[src/rtl/regfile_scoreboard.sv]
// Integer register file: two bypassed combinational reads, one write, a per-register busy
// scoreboard for RAW hazards, and a post-reset preload sweep.
module regfile_scoreboard #(
  parameter int unsigned XLEN      = 32,
  parameter int unsigned NREGS     = 32,
  parameter int unsigned AW        = $clog2(NREGS),
  parameter int unsigned INIT_MODE = 1
) (
  input  logic            clk,
  input  logic            reset,
  input  logic [AW-1:0]   rs1,
  input  logic [AW-1:0]   rs2,
  output logic [XLEN-1:0] reg_read_rs1,
  output logic [XLEN-1:0] reg_read_rs2,
  input  logic [AW-1:0]   rd,
  input  logic [XLEN-1:0] write_data,
  input  logic            reg_write,
  input  logic            issue_valid,
  input  logic [AW-1:0]   issue_rd,
  output logic            busy_rs1,
  output logic            busy_rs2,
  output logic            ready
);

  typedef enum logic [0:0] {StInit, StRun} state_e;

  localparam logic [AW-1:0] LastIdx = AW'(NREGS - 1);

  state_e            state_q, state_d;
  logic [AW-1:0]     idx_q, idx_d;
  logic [NREGS-1:0]  busy_q, busy_d;
  logic [XLEN-1:0]   regs_q [NREGS];

  logic              wr_en;
  logic [AW-1:0]     wr_idx;
  logic [XLEN-1:0]   wr_val;

  function automatic logic valid_idx(input logic [AW-1:0] i);
    return (i != '0) && (32'(i) < NREGS);
  endfunction

  // reset is folded in combinationally so outputs drop in the same cycle reset goes low
  assign ready = reset && (state_q == StRun);

  always_comb begin
    state_d = state_q;
    idx_d   = idx_q;
    unique case (state_q)
      StInit: begin
        idx_d = idx_q + AW'(1);
        if (idx_q == LastIdx) state_d = StRun;
      end
      StRun: ;
      default: state_d = StInit;
    endcase
  end

  always_ff @(posedge clk) begin
    if (!reset) begin
      state_q <= StInit;
      idx_q   <= AW'(1);
      busy_q  <= '0;
    end else begin
      state_q <= state_d;
      idx_q   <= idx_d;
      busy_q  <= busy_d;
    end
  end

  // Set is applied after clear: a younger producer wins over the retiring one.
  always_comb begin
    busy_d = busy_q;
    if (ready) begin
      if (reg_write && valid_idx(rd)) busy_d[rd] = 1'b0;
      if (issue_valid && valid_idx(issue_rd)) busy_d[issue_rd] = 1'b1;
    end
  end

  always_comb begin
    wr_en  = 1'b0;
    wr_idx = rd;
    wr_val = write_data;
    if (state_q == StInit) begin
      wr_en  = reset;
      wr_idx = idx_q;
      wr_val = (INIT_MODE == 1) ? XLEN'(idx_q) : '0;
    end else if (ready && reg_write && valid_idx(rd)) begin
      wr_en = 1'b1;
    end
  end

  always_ff @(posedge clk) begin
    if (wr_en) regs_q[wr_idx] <= wr_val;
  end

  always_comb begin
    reg_read_rs1 = '0;
    reg_read_rs2 = '0;
    busy_rs1     = 1'b0;
    busy_rs2     = 1'b0;
    if (ready && valid_idx(rs1)) begin
      reg_read_rs1 = (reg_write && rd == rs1) ? write_data : regs_q[rs1];
      busy_rs1     = busy_q[rs1] && !(reg_write && rd == rs1);
    end
    if (ready && valid_idx(rs2)) begin
      reg_read_rs2 = (reg_write && rd == rs2) ? write_data : regs_q[rs2];
      busy_rs2     = busy_q[rs2] && !(reg_write && rd == rs2);
    end
  end

endmodule

[config.mk]
export PLATFORM = sky130hd
export DESIGN_NAME = regfile_scoreboard
export DESIGN_NICKNAME = d
export VERILOG_FILES = /design/src/rtl/regfile_scoreboard.sv
export SDC_FILE = /design/constraint.sdc
export NUM_CORES = 1
export LEC_CHECK = 0
export BUFFER_PORTS_ARGS = -buffer_cell sky130_fd_sc_hd__buf_2
export CAP_MARGIN = 20
export CORE_MARGIN = 4
export CORE_UTILIZATION = 30
export CTS_BUF_LIST = sky130_fd_sc_hd__clkbuf_4
export DETAILED_ROUTE_END_ITERATION = 7
export REMOVE_ABC_BUFFERS = 1
export SKIP_CTS_REPAIR_TIMING = 1
export SYNTH_ARGS = -nofsm -noshare
export SYNTH_HDL_FRONTEND = slang
export SYNTH_SLANG_ARGS = --single-unit
[constraint.sdc]
create_clock -name clk -period 7.9 [get_ports clk]
set_clock_uncertainty 0.1 [all_clocks]
set_input_delay 0.395 -clock clk [delete_from_list [all_inputs] [get_ports clk]]
set_output_delay 0.395 -clock clk [all_outputs]
set_load 0.02 [all_outputs]
Word-level counts from Yosys, hierarchy flattened. Memory sizes are Yosys's and may differ from the RTL's. Cells that the tools add are included.

Word-level logic and storage cells: 61. Output and inout port bits: 67. Bits in registers: 38. Input bits: 56. Memory bits (writable): 1024. Memories kept: 1.

Memory list: regs_q (depth 32, width 32, read ports 2, clocked after memory_dff 0, write ports 1, line 32) `logic [XLEN-1:0] regs_q [NREGS];`.

Mux-type cells: 25. $add $sub $neg: 1. Reductions and logical operators: 19. Equality and inequality tests: 3. $lt $le $gt $ge: 6. Bitwise logic cells: 3.

Operator list (count): 32-bit 2-to-1 mux (8); 32-bit bitwise AND (1); 32-bit inverter (1); 32-bit OR (1); 5-bit by 6-bit less-than comparator with 1-bit output (second input constant) (4); 5-bit nonzero test (4); 1-bit logical AND (13); 1-bit 2-to-1 mux (12); 1-bit binary-select mux with 5-bit select (2); 1-bit demux with 5-bit select (2); 5-bit == test (2); 5-bit by 1-bit greater-or-equal comparator with 1-bit output (second input constant) (2); 5-bit by 1-bit adder with 5-bit output (second input constant) (1); 5-bit == test (second input constant) (1); 5-bit 2-to-1 mux (1); 1-bit zero test (2).

Longest topological paths before layout.
Depth in word-level cells: 10. Mapped depth: 9. Mapped depth without buffers: 6.

Least setup slack after synthesis. No wires, ideal clock.

Kind: reg2reg. Start point: register state_q. End point: memory regs_q[11][0], enable pin. Buffers on the path: 2. Required time: 7379 ps. Cell stages (with the launch flop): 7. Data arrival time: 2742 ps. Period minus slack after synthesis: 3263 ps. Library setup time: 421 ps. Setup slack: 4637 ps. Cells stage by stage: dfxtp_1 -> clkbuf_1 -> buf_1 -> nand3_1 -> nand2_1 -> nand3b_1 -> nor2_1.

Word-level cells in the longest chain between the ends: 7. Elaborated cells between the ends (all ways): 8. Those cells by class: mux (5); reduce/logical (3).

RTL lines: from (decl) (line 29) `state_e state_q, state_d;`; from (signal assigned) (line 60) `state_q <= StInit;`; from (signal assigned) (line 64) `state_q <= state_d;`; 1-bit logical AND (line 43) `assign ready = reset && (state_q == StRun);`; 1-bit logical AND (2 in a row) (line 87) `end else if (ready && reg_write && valid_idx(rd)) begin`; 1-bit 2-to-1 mux (line 87); 1-bit 2-to-1 mux (line 83) `if (state_q == StInit) begin`; 1-bit 2-to-1 mux (line 93) `if (wr_en) regs_q[wr_idx] <= wr_val;`; 1-bit 2-to-1 mux (implied by the code) (line 93); to (decl) (line 32).

Several ways; a longest one is shown, not always the timed one.

Final worst setup path.
Start point: register state_q. End point: output port reg_read_rs2[21].

Word-level cells in the longest chain between the ends: 3.

RTL lines: 1-bit logical AND (line 43); 1-bit logical AND (line 105) `if (ready && valid_idx(rs2)) begin`; 32-bit 2-to-1 mux (line 105); to (decl) (line 14) `output logic [XLEN-1:0] reg_read_rs2,`.

Every way passes these cells.

==> flow_metrics.env <==
export IMPL_status="complete, no violations"
export IMPL_synth_async_sr_flop_share_pct=0
export IMPL_nFillCells=15714
export IMPL_finalCriticalPeriod_ns=5.07
export IMPL_critPathLaunch="state_q"
export IMPL_gr_total_overflow=0
export IMPL_fin_crit_sh_pct=64.2
export IMPL_worst_hold_slack_ns=0.0467
export IMPL_leakage_nw=19.5
export IMPL_clockPowerShare_pct=39.4
export IMPL_path_cells="nand2_1, inv_1, o21ai_0, nor2_4, buf_4, a32o_1, buf_2"
export IMPL_start_util_pct=30.1
export IMPL_worstPathArrival_ns=4.57
export IMPL_slowest_delay_ns=0.89
export IMPL_hpwl_um=89400
export IMPL_drc=0
export IMPL_holdPathStages=2
export IMPL_rsz0062_at_grt="no"
export IMPL_avgRoutedWirePerCell_um=29.0
export IMPL_clk_pin_slew_ns=0.07
export IMPL_yosysSeqAreaShare_pct=63.5
export IMPL_max_freq_ghz=0.197
export IMPL_htreeDepth=5
export IMPL_grt_first_pass_wirelength_um=222000
export IMPL_hold_path_class="in -> reg"
export IMPL_area_delta_synth_final_pct=14.6
export IMPL_num_rows=149
export IMPL_port_buffers=122
export IMPL_drt_pass1_iter_count=7
export IMPL_dieArea_um2=172000
export IMPL_synth_seq_cells=1062
export IMPL_mappedNetlistArea_um2=49600
export IMPL_rr_worst_depth=5
export IMPL_clock_root_buffer="clkbuf_4"
export IMPL_grtUsageTotal_pct=17.7
export IMPL_worst_pin_slew_ns=1.17
export IMPL_ys_flop_type="edfxtp_1"
export IMPL_p_seq_share_pct=53.5
export IMPL_pin_count=123
export IMPL_clock_latency_ns=1.15
export IMPL_power_switching_mw=2.74
export IMPL_place_ws_ns=3.85
export IMPL_regArea_um2=31500
export IMPL_p_total_mw=11.5
export IMPL_place_congestion=0.801
export IMPL_pwr_density_cell_nw_per_um2=203
export IMPL_drive_above_1_share_pct=34.4
export IMPL_path_class="reg -> out"
export IMPL_clockBufferDepth=4
export IMPL_multi_input_area_um2=17400
export IMPL_final_hold_viol_count=0
export IMPL_critPathTopFamily="simple AND/OR/NAND/NOR gates"
export IMPL_reg2reg_slack_ns=3.85
export IMPL_fin_tns_setup_ns=0
export IMPL_cts_tree="yes"
export IMPL_crit_buf_inv=3
export IMPL_final_area_um2=56900
export IMPL_cp_end_kind="primary output"
export IMPL_swShare_pct=23.7
export IMPL_vdd_drop_max_uv=126
export IMPL_postSynthAreaPerCell_um2=18.0
export IMPL_worstReg2RegStart="state_q"
export IMPL_crit_required_ns=7.40
export IMPL_core_region_area_um2=165000
export IMPL_placed_cells=4915
export IMPL_antenna_found_initial=4
export IMPL_routed_wl_um=158000
export IMPL_slew_headroom_pct=22.1
export IMPL_yosys_cell_types_count=54
export IMPL_ys_warn_count=0
export IMPL_avgViaCountPerCell=5.69
export IMPL_crit_slowest_cell="dfxtp_2"
export IMPL_placed_area_um2=53000
export IMPL_cp_start_kind="flip-flop"
export IMPL_min_to="regs_q[12][16]"
export IMPL_drv_slew=0
export IMPL_syn_inst=2757
export IMPL_timing_rr_end="regs_q[30][9]"
export IMPL_clock_sink_count=1062
export IMPL_min_from="write_data[16]"
export IMPL_dr_first_iter_drc_count=3725
export IMPL_path_max_fanout=31
export IMPL_vias=30898
export IMPL_grt_max_degree=111
export IMPL_nNetsFinal=3127
export IMPL_worst_slack_ns=2.83
export IMPL_fin_util_pct=34.5
export IMPL_cts_buffers=290
export IMPL_power_frac_comb_pct=7.1
export IMPL_route_antenna_remaining_nets=0
export IMPL_synth_edf_count=1024
export IMPL_final_cells=5433
export IMPL_grt_pass1_vias=31282
export IMPL_fp_dieH_um=415
export IMPL_internal_power_mw=8.79
export IMPL_setup_viol=0
export IMPL_final_cell_mix="edfxtp_1, mux4_2, clkbuf_4, mux2i_1, o22ai_1"
export IMPL_final_common_cell="edfxtp_1"
export IMPL_cap_viol_max_count=0
export IMPL_die_w_um=415
[sequential cells by signal, summed over array words and instances, names as in the netlist]
register  cells
state_q       1
idx_q         5
regs_q     1024
busy_q       32
[power by group through the flow]
stage,clock network [mW],logic [mW],registers (mW)
after global routing,4.97,0.865,6.16
final,4.54,0.822,6.17
after floorplan,0,0.401,6.28
after CTS,4.65,0.815,6.17
after global placement,0,0.812,6.29
after detailed placement,0,0.813,6.29
[routing by layer]
| metal | part of all wire, % | wire length [um] | track usage [%] |
|---|---|---|---|
| met1 | 39 | 61300 | 22.6 |
| met2 | 50 | 78300 | 29.6 |
| met4 | 3.4 | 5430 | 6.85 |
| met5 | 0.015 | 24 | 0 |
| met3 | 8.0 | 12700 | 3.78 |
[worst max path at each step]
stage | cells past startpoint | slack [ns] | end
floorplan | 5 | 4.20 | reg_read_rs2[0]
global placement | 8 | 3.84 | reg_read_rs1[3]
detailed placement | 8 | 3.85 | reg_read_rs1[3]
CTS | 7 | 2.71 | busy_rs2
global route | 7 | 2.57 | busy_rs2
finish | 7 | 2.83 | reg_read_rs2[21]
[kinds of logic (layout without fill, tap and decap cells)]
group / after synthesis / count (layout) / share of synthesized area, %
compound gates: 500 / 500 / 7.18
fa+ha+maj: 2 / 2 / 0.0504
mux: 640 / 640 / 24.0
other cells: 0 / 6 / 0
buf+inv: 226 / 707 / 2.14
simple gates: 315 / 315 / 2.92
xor+xnor: 12 / 12 / 0.212
flops: 1062 / 1062 / 63.5
[synthesized netlist by cell type, types with 4 or more instances]
library cell	number	share of area (%)
or3_1	5	0.063
buf_6	4	0.091
nor3_1	10	0.10
a21boi_0	16	0.24
nor2_1	110	0.83
a21oi_1	61	0.61
o21ai_0	29	0.29
and2_1	36	0.45
o22ai_1	120	1.5
mux2i_1	196	4.0
nand2b_1	10	0.13
buf_1	17	0.13
nand3_1	14	0.14
mux4_2	441	20
a211oi_1	4	0.060
buf_2	77	0.78
nand2_1	93	0.70
xnor2_1	7	0.12
clkbuf_1	104	0.79
nor2b_1	15	0.19
o211ai_1	37	0.56
a22oi_1	119	1.8
buf_4	20	0.30
a221oi_1	33	0.58
a211o_1	30	0.53
edfxtp_1	1024	62
a32o_1	40	0.81
dfxtp_1	38	1.5
xor2_1	5	0.088
[worst reg2reg max path, stage by stage, from the launching register on]
cell and delay [ns]:
dfxtp_2 0.89, nand4b_1 0.17, o21ai_0 0.22, nand3b_1 0.74
nor2_4 1.05, buf_4 0.47
[area by class of cell]
type / instances / share of cell area [%]
sequential: 1062 / 55.4
inverter: 3 / 0.0198
clock inverter: 66 / 0.504
antenna: 6 / 0.0264
timing repair buffer: 243 / 3.40
multi-input combinational: 1469 / 30.6
clock buffer: 395 / 5.21
tap: 2189 / 4.82
Note: power is estimated with default switching activity, not from simulation.
